--- src/rtl/slave_tx_sched_if.sv ---
// slave_tx_sched_if: requester and slave_comm TX signals of slave_tx_sched.
// master is the scheduler side, slave is the environment side.
interface slave_tx_sched_if #(
    parameter int NREQ = 3
);
    logic [NREQ-1:0]    req_i;
    logic [16*NREQ-1:0] byte_num_i;
    logic [8*NREQ-1:0]  byte_i;
    logic [NREQ-1:0]    gnt_o;
    logic [NREQ-1:0]    rd_o;
    logic               slave_tx_byte_num_en_o;
    logic [15:0]        slave_tx_byte_num_o;
    logic               slave_tx_byte_en_o;
    logic [7:0]         slave_tx_byte_o;
    logic               slave_tx_ack_i;
    logic               busy_o;
    logic [1:0]         cur_ch_o;
    logic               err_zero_len_o;
    logic               timeout_o;

    modport master (
        input  req_i, byte_num_i, byte_i, slave_tx_ack_i,
        output gnt_o, rd_o,
        output slave_tx_byte_num_en_o, slave_tx_byte_num_o,
        output slave_tx_byte_en_o, slave_tx_byte_o,
        output busy_o, cur_ch_o, err_zero_len_o, timeout_o
    );

    modport slave (
        output req_i, byte_num_i, byte_i, slave_tx_ack_i,
        input  gnt_o, rd_o,
        input  slave_tx_byte_num_en_o, slave_tx_byte_num_o,
        input  slave_tx_byte_en_o, slave_tx_byte_o,
        input  busy_o, cur_ch_o, err_zero_len_o, timeout_o
    );
endinterface

--- src/rtl/slave_tx_sched.sv ---
// slave_tx_sched: round-robin scheduler sharing the slave_comm TX path.
// Define SLAVE_TX_TIMEOUT_EN to give up on a missing ack after ACK_TIMEOUT.
module slave_tx_sched #(
    parameter int          NREQ        = 3,
    parameter logic [15:0] ACK_TIMEOUT = 16'd50000,
    parameter logic [7:0]  GAP_CYC     = 8'd4
) (
    input logic              clk_i,
    input logic              rst_n_i,
    slave_tx_sched_if.master bus
);
    typedef enum logic [2:0] {IDLE, NUM, DATA, WAIT_ACK, GAP} state_t;

    state_t          state;
    logic [1:0]      last_served;
    logic [1:0]      cur_ch;
    logic [15:0]     len;
    logic [15:0]     rd_cnt;
    logic [15:0]     tx_cnt;
    logic [7:0]      gap_cnt;
    logic            rd_d1;
    logic [NREQ-1:0] gnt_q;
    logic [NREQ-1:0] rd_q;
    logic            num_en_q;
    logic [15:0]     num_q;
    logic            byte_en_q;
    logic [7:0]      byte_q;
    logic            busy_q;
    logic            err_q;

    logic            found;
    logic [1:0]      win_idx;
    logic [15:0]     win_len;
    logic [7:0]      sel_byte;

`ifdef SLAVE_TX_TIMEOUT_EN
    logic [15:0]     to_cnt;
    logic            timeout_q;
`endif

    function automatic logic [NREQ-1:0] onehot(input logic [1:0] idx);
        onehot = '0;
        for (int k = 0; k < NREQ; k++)
            if (idx == 2'(k)) onehot[k] = 1'b1;
    endfunction

    // Round-robin search beginning just after the last served requester
    always_comb begin
        found   = 1'b0;
        win_idx = '0;
        win_len = '0;
        for (int i = 1; i <= NREQ; i++) begin
            for (int k = 0; k < NREQ; k++) begin
                if (!found && bus.req_i[k] &&
                    k == (int'(last_served) + i) % NREQ) begin
                    found   = 1'b1;
                    win_idx = 2'(k);
                    win_len = bus.byte_num_i[16*k +: 16];
                end
            end
        end
    end

    // Byte lane of the requester currently being served
    always_comb begin
        sel_byte = '0;
        for (int k = 0; k < NREQ; k++)
            if (cur_ch == 2'(k)) sel_byte = bus.byte_i[8*k +: 8];
    end

    // Scheduler FSM with registered outputs and single-cycle strobes
    always_ff @(posedge clk_i or negedge rst_n_i) begin
        if (!rst_n_i) begin
            state       <= IDLE;
            last_served <= 2'(NREQ - 1);
            cur_ch      <= '0;
            len         <= '0;
            rd_cnt      <= '0;
            tx_cnt      <= '0;
            gap_cnt     <= '0;
            rd_d1       <= 1'b0;
            gnt_q       <= '0;
            rd_q        <= '0;
            num_en_q    <= 1'b0;
            num_q       <= '0;
            byte_en_q   <= 1'b0;
            byte_q      <= '0;
            busy_q      <= 1'b0;
            err_q       <= 1'b0;
`ifdef SLAVE_TX_TIMEOUT_EN
            to_cnt      <= '0;
            timeout_q   <= 1'b0;
`endif
        end else begin
            gnt_q     <= '0;
            rd_q      <= '0;
            num_en_q  <= 1'b0;
            byte_en_q <= 1'b0;
            err_q     <= 1'b0;
            rd_d1     <= |rd_q;
`ifdef SLAVE_TX_TIMEOUT_EN
            timeout_q <= 1'b0;
`endif
            unique case (state)
                IDLE: begin
                    if (found) begin
                        gnt_q   <= onehot(win_idx);
                        cur_ch  <= win_idx;
                        len     <= win_len;
                        rd_cnt  <= '0;
                        tx_cnt  <= '0;
                        busy_q  <= 1'b1;
                        if (win_len == 16'd0) begin
                            err_q       <= 1'b1;
                            last_served <= win_idx;
                            gap_cnt     <= '0;
                            state       <= GAP;
                        end else begin
                            state <= NUM;
                        end
                    end
                end
                NUM: begin
                    num_en_q <= 1'b1;
                    num_q    <= len;
                    state    <= DATA;
                end
                DATA: begin
                    if (rd_cnt != len) begin
                        rd_q   <= onehot(cur_ch);
                        rd_cnt <= rd_cnt + 16'd1;
                    end
                    if (rd_d1) begin
                        byte_q    <= sel_byte;
                        byte_en_q <= 1'b1;
                        tx_cnt    <= tx_cnt + 16'd1;
                        if (tx_cnt == len - 16'd1) begin
                            state <= WAIT_ACK;
`ifdef SLAVE_TX_TIMEOUT_EN
                            to_cnt <= '0;
`endif
                        end
                    end
                end
                WAIT_ACK: begin
                    if (bus.slave_tx_ack_i) begin
                        last_served <= cur_ch;
                        gap_cnt     <= '0;
                        state       <= GAP;
                    end
`ifdef SLAVE_TX_TIMEOUT_EN
                    else if (to_cnt == ACK_TIMEOUT - 16'd1) begin
                        timeout_q   <= 1'b1;
                        last_served <= cur_ch;
                        gap_cnt     <= '0;
                        state       <= GAP;
                    end else begin
                        to_cnt <= to_cnt + 16'd1;
                    end
`endif
                end
                GAP: begin
                    if ({1'b0, gap_cnt} + 9'd1 >= {1'b0, GAP_CYC}) begin
                        busy_q <= 1'b0;
                        state  <= IDLE;
                    end else begin
                        gap_cnt <= gap_cnt + 8'd1;
                    end
                end
                default: state <= IDLE;
            endcase
        end
    end

    assign bus.gnt_o                  = gnt_q;
    assign bus.rd_o                   = rd_q;
    assign bus.slave_tx_byte_num_en_o = num_en_q;
    assign bus.slave_tx_byte_num_o    = num_q;
    assign bus.slave_tx_byte_en_o     = byte_en_q;
    assign bus.slave_tx_byte_o        = byte_q;
    assign bus.busy_o                 = busy_q;
    assign bus.cur_ch_o               = cur_ch;
    assign bus.err_zero_len_o         = err_q;

`ifdef SLAVE_TX_TIMEOUT_EN
    assign bus.timeout_o = timeout_q;
`else
    logic unused_ack_timeout;
    assign unused_ack_timeout = ^ACK_TIMEOUT;
    assign bus.timeout_o = 1'b0;
`endif
endmodule

--- src/flat_wrapper.sv ---
// flat-port wrapper written by rule: the top's interface ports become plain ports
module slave_tx_sched_flat 
#(
    parameter int          NREQ        = 3,
    parameter logic [15:0] ACK_TIMEOUT = 16'd50000,
    parameter logic [7:0]  GAP_CYC     = 8'd4
)
  (clk_i, rst_n_i, bus_req_i, bus_byte_num_i, bus_byte_i, bus_slave_tx_ack_i, bus_gnt_o, bus_rd_o, bus_slave_tx_byte_num_en_o, bus_slave_tx_byte_num_o, bus_slave_tx_byte_en_o, bus_slave_tx_byte_o, bus_busy_o, bus_cur_ch_o, bus_err_zero_len_o, bus_timeout_o);
  slave_tx_sched_if #(.NREQ(NREQ)) bus_i ();
  input logic clk_i;
  input logic rst_n_i;
  input wire logic [$bits(bus_i.req_i)-1:0] bus_req_i;
  input wire logic [$bits(bus_i.byte_num_i)-1:0] bus_byte_num_i;
  input wire logic [$bits(bus_i.byte_i)-1:0] bus_byte_i;
  input wire logic [$bits(bus_i.slave_tx_ack_i)-1:0] bus_slave_tx_ack_i;
  output wire logic [$bits(bus_i.gnt_o)-1:0] bus_gnt_o;
  output wire logic [$bits(bus_i.rd_o)-1:0] bus_rd_o;
  output wire logic [$bits(bus_i.slave_tx_byte_num_en_o)-1:0] bus_slave_tx_byte_num_en_o;
  output wire logic [$bits(bus_i.slave_tx_byte_num_o)-1:0] bus_slave_tx_byte_num_o;
  output wire logic [$bits(bus_i.slave_tx_byte_en_o)-1:0] bus_slave_tx_byte_en_o;
  output wire logic [$bits(bus_i.slave_tx_byte_o)-1:0] bus_slave_tx_byte_o;
  output wire logic [$bits(bus_i.busy_o)-1:0] bus_busy_o;
  output wire logic [$bits(bus_i.cur_ch_o)-1:0] bus_cur_ch_o;
  output wire logic [$bits(bus_i.err_zero_len_o)-1:0] bus_err_zero_len_o;
  output wire logic [$bits(bus_i.timeout_o)-1:0] bus_timeout_o;
  assign bus_i.req_i = bus_req_i;
  assign bus_i.byte_num_i = bus_byte_num_i;
  assign bus_i.byte_i = bus_byte_i;
  assign bus_i.slave_tx_ack_i = bus_slave_tx_ack_i;
  assign bus_gnt_o = bus_i.gnt_o;
  assign bus_rd_o = bus_i.rd_o;
  assign bus_slave_tx_byte_num_en_o = bus_i.slave_tx_byte_num_en_o;
  assign bus_slave_tx_byte_num_o = bus_i.slave_tx_byte_num_o;
  assign bus_slave_tx_byte_en_o = bus_i.slave_tx_byte_en_o;
  assign bus_slave_tx_byte_o = bus_i.slave_tx_byte_o;
  assign bus_busy_o = bus_i.busy_o;
  assign bus_cur_ch_o = bus_i.cur_ch_o;
  assign bus_err_zero_len_o = bus_i.err_zero_len_o;
  assign bus_timeout_o = bus_i.timeout_o;
  slave_tx_sched #(.NREQ(NREQ), .ACK_TIMEOUT(ACK_TIMEOUT), .GAP_CYC(GAP_CYC)) u_core (.clk_i(clk_i), .rst_n_i(rst_n_i), .bus(bus_i));
endmodule
--- config.mk ---
export PLATFORM = sky130hd
export DESIGN_NAME = slave_tx_sched_flat
export DESIGN_NICKNAME = d
export VERILOG_FILES = /design/src/rtl/slave_tx_sched_if.sv /design/src/rtl/slave_tx_sched.sv /design/src/flat_wrapper.sv
export SDC_FILE = /design/constraint.sdc
export NUM_CORES = 1
export LEC_CHECK = 0
export ABC_CLOCK_PERIOD_IN_PS = 4700
export CORE_MARGIN = 5
export CORE_UTILIZATION = 52
export CTS_CLUSTER_DIAMETER = 40
export DETAILED_ROUTE_END_ITERATION = 8
export PLACE_DENSITY_LB_ADDON = 0.2
export SLEW_MARGIN = 20
export SYNTH_ARGS = -nofsm -noshare
export SYNTH_HDL_FRONTEND = slang
export SYNTH_SLANG_ARGS = --single-unit
--- constraint.sdc ---
create_clock -name clk_i -period 4.7 [get_ports clk_i]
set_clock_uncertainty 0.05 [all_clocks]
set_input_delay 0.94 -clock clk_i [delete_from_list [all_inputs] [get_ports clk_i]]
set_output_delay 0.94 -clock clk_i [all_outputs]
set_load 0.01 [all_outputs]
==> reports/metrics.yaml, run 1 <==
cpPeakStageDelay_ps: 740
drive_gt1_share_pct: 6.48
gr-max-usage-layer: "met2"
final_util_pct: 65.9
crit_top_cell: "a21o_1"
cts_buffers: 9
holdWs_ps: 423
crit_buf_inv: 1
cp.required_ps: 4920
cts.sinks: 98
htree_levels: 3
cts_setup_buffers: 0
dpl_worst_slack_ps: 162
cts-root-buf: "clkbuf_8"
nets: 823
stdcell_area_mm2: 0.00711
synthCells: 639
finalWirelength_um: 15600
hold_class: "flip-flop to flip-flop"
diodes: 0
rsz0062_at_grt: "no"
viasPerCell: 5.82
cts_tree: "built"
max-cap-violations: 0
cts_resized: 0
syn_nets: 725
yosys_warnings: 0
grt_pass1_wl_um: 25900
fin_tns_setup_ps: 0
finalSetupViolations: 0
pwr-share-comb_pct: 52.0
use_met1_pct: 31.9
core_area_mm2: 0.0108
netlist_area_mm2: 0.00572
cp_max_fo: 13
min_period_ps: 4180
dr.pass1.iters: 5
power_density_mw_per_mm2: 554
antenna_found_initial: 0
die_area_mm2: 0.0132
grt.total_usage_pct: 24.6
final_cell_mix: "112 x clkdlybuf4s50_1, 97 x dfrtp_1, 70 x nand2_1"
drc: 0
dpl_cell_area_mm2: 0.00695
clkLatencyLatePin_ps: 370
rows: 38
path_class: "input port to flip-flop"
drt_iter0_drc: 349
vias: 5125
dp_hpwl_um: 11800
path_cells: "clkdlybuf4s50_1 > nand2_1 > and2_1 > a21o_1 > a222oi_1 > nand4_1 > or4b_1 > nor3_4 > a21oi_1 > a21o_1"
final_common_cell: "clkdlybuf4s50_1"
gp_congestion: 0.889
synth_edf_count: 0
worstMarginPinSlew_ps: 1070
worstPathArrival_ps: 4400
grt_pass1_vias: 5229
io_buffers: 113
overflow: 0
max_freq_ghz: 0.239
ctsHoldBuffers: 0
synthToLayoutAreaGrowth_pct: 24.4
setup_ws_ps: 516
grt_use_met3_pct: 4.68
synth-seq-cells: 98
worstSetupStartpointType: "input port"
wl_per_cell_um: 17.8
cp_top_family: "simple AND/OR/NAND/NOR gates"
grt_max_degree: 65
ir_drop_v: 0.000327
yosysSeqAreaShare_pct: 42.9
maxSlewHeadroom_pct: 28.1
layout_worst_path_cycle_share_pct: 89.0
p_clk_share_pct: 12.3
fillCellCount: 874
seq_power_share_pct: 35.8
start_util_pct: 53.0
syn_avg_cell_area_um2: 8.94
die_h_um: 115
clk_pin_slew_ps: 90
use_met2_pct: 40.8
die_x_um: 115
cts_max_path_buffers: 2
outcome: "finished clean"
slowest_stage: "clkdlybuf4s50_1"
power.switching_mw: 1.72
p_leak_nw: 3.10
synth_cell_types: 63
cp-end-kind: "flip-flop"
io_pins: 115
swShare_pct: 43.6
internal_power_mw: 2.22
synthArstFlopShare_pct: 100
maxSlewViolCount: 0
hold_violations: 0
ant_nets: 0
ys.flop_type: "dfrtp_1"
sequential cells by signal, summed over array words and instances, names as in the netlist:
register	count
u_core.bus.cur_ch_o	2
u_core.gap_cnt	8
u_core.bus.err_zero_len_o	1
u_core.bus.gnt_o	3
u_core.bus.slave_tx_byte_en_o	1
u_core.rd_d1	1
u_core.tx_cnt	16
u_core.bus.slave_tx_byte_num_o	16
u_core.bus.slave_tx_byte_num_en_o	1
u_core.bus.rd_o	3
u_core.rd_cnt	16
u_core.bus.slave_tx_byte_o	8
u_core.bus.busy_o	1
u_core.last_served	2
u_core.len	16
u_core.state	3
power by group through the flow:
stage	clock (mW)	combinational, mW	sequential, mW
floorplan	0	1.39	1.30
global placement	0	1.99	1.41
detailed placement	0	2.04	1.43
CTS	0.497	2.05	1.41
global route	0.534	2.27	1.45
finish	0.483	2.05	1.41
cell usage after synthesis, drive strengths merged, types with 3 or more instances:
cell	count	share of area (%)
o221ai	4	0.61
nand2	70	4.6
a21o	3	0.39
nor2	66	4.3
mux2i	9	1.6
o211ai	3	0.48
xor2	25	3.8
mux2	17	3.3
buf	8	0.74
xnor2	31	4.8
nand4	15	1.6
a221o	6	1.1
nor2b	7	0.77
a222oi	6	1.1
a31oi	10	1.1
nand2b	4	0.44
and2	14	1.5
or3	6	0.66
ha	8	1.8
clkbuf	29	1.9
a22oi	4	0.53
nand3	21	1.8
inv	19	1.2
dfrtp	97	42
and4	4	0.61
nor4	3	0.44
a21oi	32	2.8
nor3	15	1.5
o21ai	46	4.0
a221oi	5	0.77
and3	20	2.2
path summary, 6_finish.rpt:
check,startpoint,to,slack [ps],depth (start not counted)
setup / recovery,bus_req_i[0],u_core.gap_cnt[0],520,10
hold / removal,u_core.bus.rd_o[0],u_core.rd_d1,420,1
setup reg to reg,u_core.last_served[1],u_core.gap_cnt[0],930,10
hold reg to reg,u_core.bus.rd_o[0],u_core.rd_d1,420,1
max in group asynchronous,rst_n_i,u_core.tx_cnt[4],3080,2
min in group asynchronous,rst_n_i,u_core.bus.slave_tx_byte_num_o[7],590,1
through the flow:
stage | total power [mW] | cells
after floorplan | 2.69 | 639
after global placement | 3.41 | 866
after detailed placement | 3.46 | 866
after CTS | 3.95 | 881
after global routing | 4.25 | 881
final | 3.94 | 881
per-layer routing:
| layer | routed length (um) | vias up |
|---|---|---|
| li1 | - | 2467 |
| met1 | 6700 | 2459 |
| met2 | 7780 | 159 |
| met3 | 732 | 40 |
| met4 | 434 | 0 |
| met5 | 0 | - |
cell families after synthesis:
kind of cell / after synthesis / share of synthesized area, %
compound gates: 138 / 15.7
xor+xnor: 56 / 8.58
fa+ha+maj: 8 / 1.75
buf+inv: 56 / 3.90
flops: 98 / 42.9
mux: 26 / 4.93
other cells: 1 / 0.0656
simple gates: 256 / 22.1
final cells by class:
class | count | area [um2] | share of cell area [%]
Inverter | 19 | 71.3 | 1.00
Sequential cell | 98 | 2450 | 34.5
Multi-Input combinational cell | 485 | 3040 | 42.7
Timing Repair Buffer | 124 | 1210 | 17.0
Clock buffer | 12 | 135 | 1.90
Tap cell | 140 | 175 | 2.46
Clock inverter | 3 | 25.0 | 0.352
(Power assumes the default switching activity.)
==> inputs of run 2 (changes only) <==
--- a/config.mk
+++ b/config.mk
@@ -7,5 +7,5 @@
 export LEC_CHECK = 0
 export ABC_CLOCK_PERIOD_IN_PS = 4700
-export CORE_MARGIN = 5
+export CORE_MARGIN = 3
 export CORE_UTILIZATION = 52
 export CTS_CLUSTER_DIAMETER = 40
--- a/constraint.sdc
+++ b/constraint.sdc
@@ -3,3 +3,3 @@
 set_input_delay 0.94 -clock clk_i [delete_from_list [all_inputs] [get_ports clk_i]]
 set_output_delay 0.94 -clock clk_i [all_outputs]
-set_load 0.01 [all_outputs]
+set_load 0.05 [all_outputs]
==> run 2 against run 1 <==
Critical path depth stayed put. First-iteration DRC count up 46%. Global-route usage rose by 0.75 points. Worst setup slack worse by 85 ps. Sequential share of layout area is essentially flat. Count of clock-buffer cells in the layout fell by 1. Clock power is 13% higher. Cell count fell by 0.91%. Maximum frequency fell by 2.0%. Routed wire length down 0.38%. Critical endpoint is now u_core.gap_cnt[5]. Largest cell class unchanged. Largest power group unchanged.
==> reports/metrics.yaml, run 2 (synthesized netlist as in run 1, its figures left out) <==
outcome: "finished clean"
cts-root-buf: "clkbuf_8"
drc: 0  # unchanged
dpl_worst_slack_ps: 117  # -44.8 ps
wl_per_cell_um: 17.8  # +0.54%
dp_hpwl_um: 11700  # -0.83%
grt_pass1_wl_um: 25300  # -2.2%
rsz0062_at_grt: "no"
synthToLayoutAreaGrowth_pct: 24.4  # about the same
ir_drop_v: 0.000429  # +31%
dr.pass1.iters: 8  # +3
viasPerCell: 5.96  # +2.5%
max-cap-violations: 0  # unchanged
fin_tns_setup_ps: 0  # unchanged
min_to: "u_core.rd_d1"
worstPathArrival_ps: 4490  # +90 ps
core_area_mm2: 0.0105  # -2.6%
p_leak_nw: 3.10  # about the same
cp_max_fo: 13  # unchanged
antenna_found_initial: 0  # unchanged
final_common_cell: "clkdlybuf4s50_1"
cp.required_ps: 4920  # about the same
nets: 819  # -0.49%
cts_setup_buffers: 0  # unchanged
cp-end-kind: "flip-flop"
start_util_pct: 54.4  # +1.4 points
stdcell_area_mm2: 0.00711  # about the same
r2r-start: "u_core.last_served[1]"
max_freq_ghz: 0.234  # -2.0%
clk_pin_slew_ps: 90  # about the same
maxSlewViolCount: 0  # unchanged
cts_buffers: 9  # unchanged
io_buffers: 113  # unchanged
power_density_mw_per_mm2: 614  # +11%
worstMarginPinSlew_ps: 1010  # -62.4 ps
die_h_um: 111  # -3.5%
finalWirelength_um: 15600  # -0.38%
maxSlewHeadroom_pct: 32.3  # +4.2 points
final_cell_mix: "112 x clkdlybuf4s50_1, 97 x dfrtp_1, 70 x nand2_1"
rows: 37  # -2.6%
gp_congestion: 0.978  # +10%
worstHoldStart: "u_core.bus.rd_o[0]"
ctsHoldBuffers: 0  # unchanged
htree_levels: 3  # unchanged
layout_worst_path_cycle_share_pct: 90.8  # +1.8 points
grt_pass1_vias: 5032  # -3.8%
diodes: 0  # unchanged
hold_violations: 0  # unchanged
grt_max_degree: 62  # -4.6%
ant_nets: 0  # unchanged
cts_tree: "built"
vias: 5207  # +1.6%
worstSetupStartpointType: "input port"
path_class: "input port to flip-flop"
holdWs_ps: 416  # -7.02 ps
dpl_cell_area_mm2: 0.00692  # -0.50%
min_period_ps: 4270  # +84.8 ps
r2r_end: "u_core.gap_cnt[5]"
io_pins: 115  # unchanged
drive_gt1_share_pct: 6.24  # -0.24 points
setup_ws_ps: 431  # -84.8 ps
drt_iter0_drc: 508  # +46%
finalSetupViolations: 0  # unchanged
die_area_mm2: 0.0123  # -6.8%
overflow: 0  # unchanged
clkLatencyLatePin_ps: 380  # about the same
hold_class: "flip-flop to flip-flop"
cts_resized: 0  # unchanged
rr_worst_depth: 10  # unchanged
die_x_um: 111  # -3.5%
cts_max_path_buffers: 2  # unchanged
grt.total_usage_pct: 25.4  # +0.75 points
cts.sinks: 98  # unchanged
min_path_cells: 1  # unchanged
rrSetupSlack_ps: 700  # -230 ps
-- run 2: worst max path at each step --
stage,from,end,slack [ps],cells past startpoint
after CTS,bus_req_i[0],u_core.gap_cnt[5],520,10
after global routing,bus_req_i[0],u_core.gap_cnt[2],130,10
after detailed placement,bus_req_i[0],u_core.gap_cnt[5],120,10
after global placement,bus_req_i[0],u_core.gap_cnt[0],230,10
final,bus_req_i[0],u_core.gap_cnt[5],430,10
after floorplan,bus_req_i[2],u_core.gap_cnt[0],1120,10
-- run 2: per-stage QoR --
step / util, % / total power [mW] / instances
floorplan: - / 3.07 / 639
global placement: 65.8 / 3.75 / 858
detailed placement: 65.8 / 3.82 / 858
CTS: 67.7 / 4.37 / 873
global route: 67.7 / 4.66 / 873
finish: 67.7 / 4.36 / 873
-- run 2: where the power goes --
| part | internal, mW | switching, mW | leakage [nW] |
|---|---|---|---|
| Sequential | 1.08 | 0.329 | 1.28 |
| Clock | 0.259 | 0.288 | 0.0994 |
| Combinational | 0.928 | 1.47 | 1.72 |
| Total | 2.27 | 2.09 | 3.10 |
-- run 2: final cells by class --
cell class	instances	area [um2]
fill	846	3400
multi-input combinational	485	3040
sequential	98	2450
timing repair buffer	120	1180
tap	136	170
clock buffer	11	141
inverter	19	71.3
clock inverter	4	52.6
-- run 2: worst max-delay path, cell delays in order --
cell and delay, ps:
clkdlybuf4s50_1 720, nand2_1 340, and2_1 310, a21o_1 200, a222oi_1 390, nand4_1 120, or4b_1 600, nor3_4 380
a21oi_1 250, and2_1 220
-- run 2: routing by layer --
metal	wire (um)	track usage [%]	vias up
met5	0	0	-
met4	344	9.20	0
met3	843	5.08	30
met2	7820	42.1	167
met1	6580	33.0	2551
li1	-	-	2459
==> inputs of run 3 (changes only) <==
CORE_MARGIN = 2   (was 3)
==> run 3 against run 2 <==
Count of clock-buffer cells in the layout decreased by 1. Total power grew 0.94%. Sequential cell count stayed put. Largest cell class unchanged. Critical path type unchanged.
==> reports/metrics.yaml, run 3 (synthesized netlist as in run 1, its figures left out) <==
outcome: "finished clean"
final_cells: 879  # +0.69%
setup_ws_ps: 504  # +72.4 ps
rrSetupSlack_ps: 740  # +40 ps
cts_tree: "built"
startpoint: "bus_req_i[0]"
cts.sinks: 98  # unchanged
viasPerCell: 5.98  # +0.25%
grt_pass1_vias: 5192  # +3.2%
r2r_end: "u_core.gap_cnt[2]"
min_to: "u_core.rd_d1"
die_h_um: 109  # -1.8%
cts_setup_buffers: 0  # unchanged
io_buffers: 113  # unchanged
r2r-start: "u_core.last_served[1]"
stdcell_area_mm2: 0.00713  # +0.35%
dr.pass1.iters: 5  # -3
cts_max_path_buffers: 2  # unchanged
die_area_mm2: 0.0118  # -3.6%
dp_hpwl_um: 11700  # -0.64%
cp.required_ps: 4910  # about the same
overflow: 0  # unchanged
finalPower_mw: 4.40  # +0.94%
power_density_mw_per_mm2: 617  # +0.59%
max-cap-violations: 0  # unchanged
cts_resized: 0  # unchanged
dpl_worst_slack_ps: 205  # +87.5 ps
cp-end-kind: "flip-flop"
min_path_cells: 1  # unchanged
cts_buffers: 9  # unchanged
cts-root-buf: "clkbuf_8"
synthToLayoutAreaGrowth_pct: 24.8
worstMarginPinSlew_ps: 1040  # +34.8 ps
cp_max_fo: 14  # +1
die_x_um: 109  # -1.8%
ir_drop_v: 0.000391  # -8.9%
start_util_pct: 53.0  # -1.4 points
maxSlewViolCount: 0  # unchanged
wl_per_cell_um: 17.6  # -1.1%
min_period_ps: 4200  # -72.4 ps
fin_tns_setup_ps: 0  # unchanged
max_freq_ghz: 0.238  # +1.7%
antenna_found_initial: 0  # unchanged
hold_violations: 0  # unchanged
layout_worst_path_cycle_share_pct: 89.3  # -1.5 points
drt_iter0_drc: 472  # -7.1%
finalWirelength_um: 15500  # -0.46%
maxSlewHeadroom_pct: 29.9  # -2.3 points
vias: 5256  # +0.94%
finalSetupViolations: 0  # unchanged
rsz0062_at_grt: "no"
gp_congestion: 0.921  # -5.8%
grt_pass1_wl_um: 25600  # +0.98%
nets: 821  # +0.24%
diodes: 0  # unchanged
grt_max_degree: 72  # +16%
dpl_cell_area_mm2: 0.00694  # +0.29%
worstSetupStartpointType: "input port"
rr_worst_depth: 10  # unchanged
path_class: "input port to flip-flop"
drive_gt1_share_pct: 6.63  # +0.39 points
final_cell_mix: "112 x clkdlybuf4s50_1, 97 x dfrtp_1, 70 x nand2_1"
worstPathArrival_ps: 4410  # -80 ps
htree_levels: 3  # unchanged
drc: 0  # unchanged
io_pins: 115  # unchanged
dp_cells: 864  # +0.70%
worstHoldStart: "u_core.bus.rd_o[2]"
clk_pin_slew_ps: 100  # about the same
hold_class: "flip-flop to flip-flop"
p_leak_nw: 3.12  # +0.43%
rows: 38  # +2.7%
clkLatencyLatePin_ps: 370  # about the same
ant_nets: 0  # unchanged
ctsHoldBuffers: 0  # unchanged
final_common_cell: "clkdlybuf4s50_1"
grt.total_usage_pct: 27.5  # +2.2 points
core_area_mm2: 0.0108  # +2.7%
[run 3: worst max path at each step]
stage	end	slack, ps	depth (start not counted)
after global routing	u_core.gap_cnt[2]	300	10
after detailed placement	u_core.gap_cnt[2]	200	10
after CTS	u_core.gap_cnt[2]	590	11
final	u_core.gap_cnt[2]	500	11
after floorplan	u_core.gap_cnt[0]	1120	10
after global placement	u_core.gap_cnt[0]	280	10
[run 3: per-stage QoR]
stage                     hold WS (ps)  util, %
after floorplan                    404        -
after global placement             399     64.3
after detailed placement           408     64.3
after CTS                          425     66.1
after global routing               454     66.1
final                              418     66.1
[run 3: worst max-delay path: stages]
cell and delay (ps):
clkdlybuf4s50_1 720, nor3b_1 100, o311a_1 460, a21o_1 230
buf_4 190, a211oi_1 240, a311o_1 180, or4b_1 500
nor3_4 370, a21oi_1 240, and2_1 230
[run 3: area by class of cell]
type	instances	area, um2
clock inverter	5	61.3
inverter	19	71.3
tap	140	175
sequential	98	2450
multi-input combinational	485	3040
timing repair buffer	122	1200
fill	910	3660
clock buffer	10	138
[run 3: routing by layer]
| layer | wire length (um) | vias to the layer above | track usage [%] |
|---|---|---|---|
| li1 | - | 2465 | - |
| met1 | 6530 | 2552 | 35.7 |
| met2 | 7840 | 208 | 47.5 |
| met3 | 818 | 31 | 3.59 |
| met4 | 324 | 0 | 9.52 |
| met5 | 0 | - | 0 |
[run 3: report_power, final]
group	total (mW)	switching [mW]	internal [mW]	leakage [nW]
Combinational	2.42	1.48	0.940	1.73
Clock	0.563	0.301	0.262	0.103
Sequential	1.42	0.333	1.08	1.28
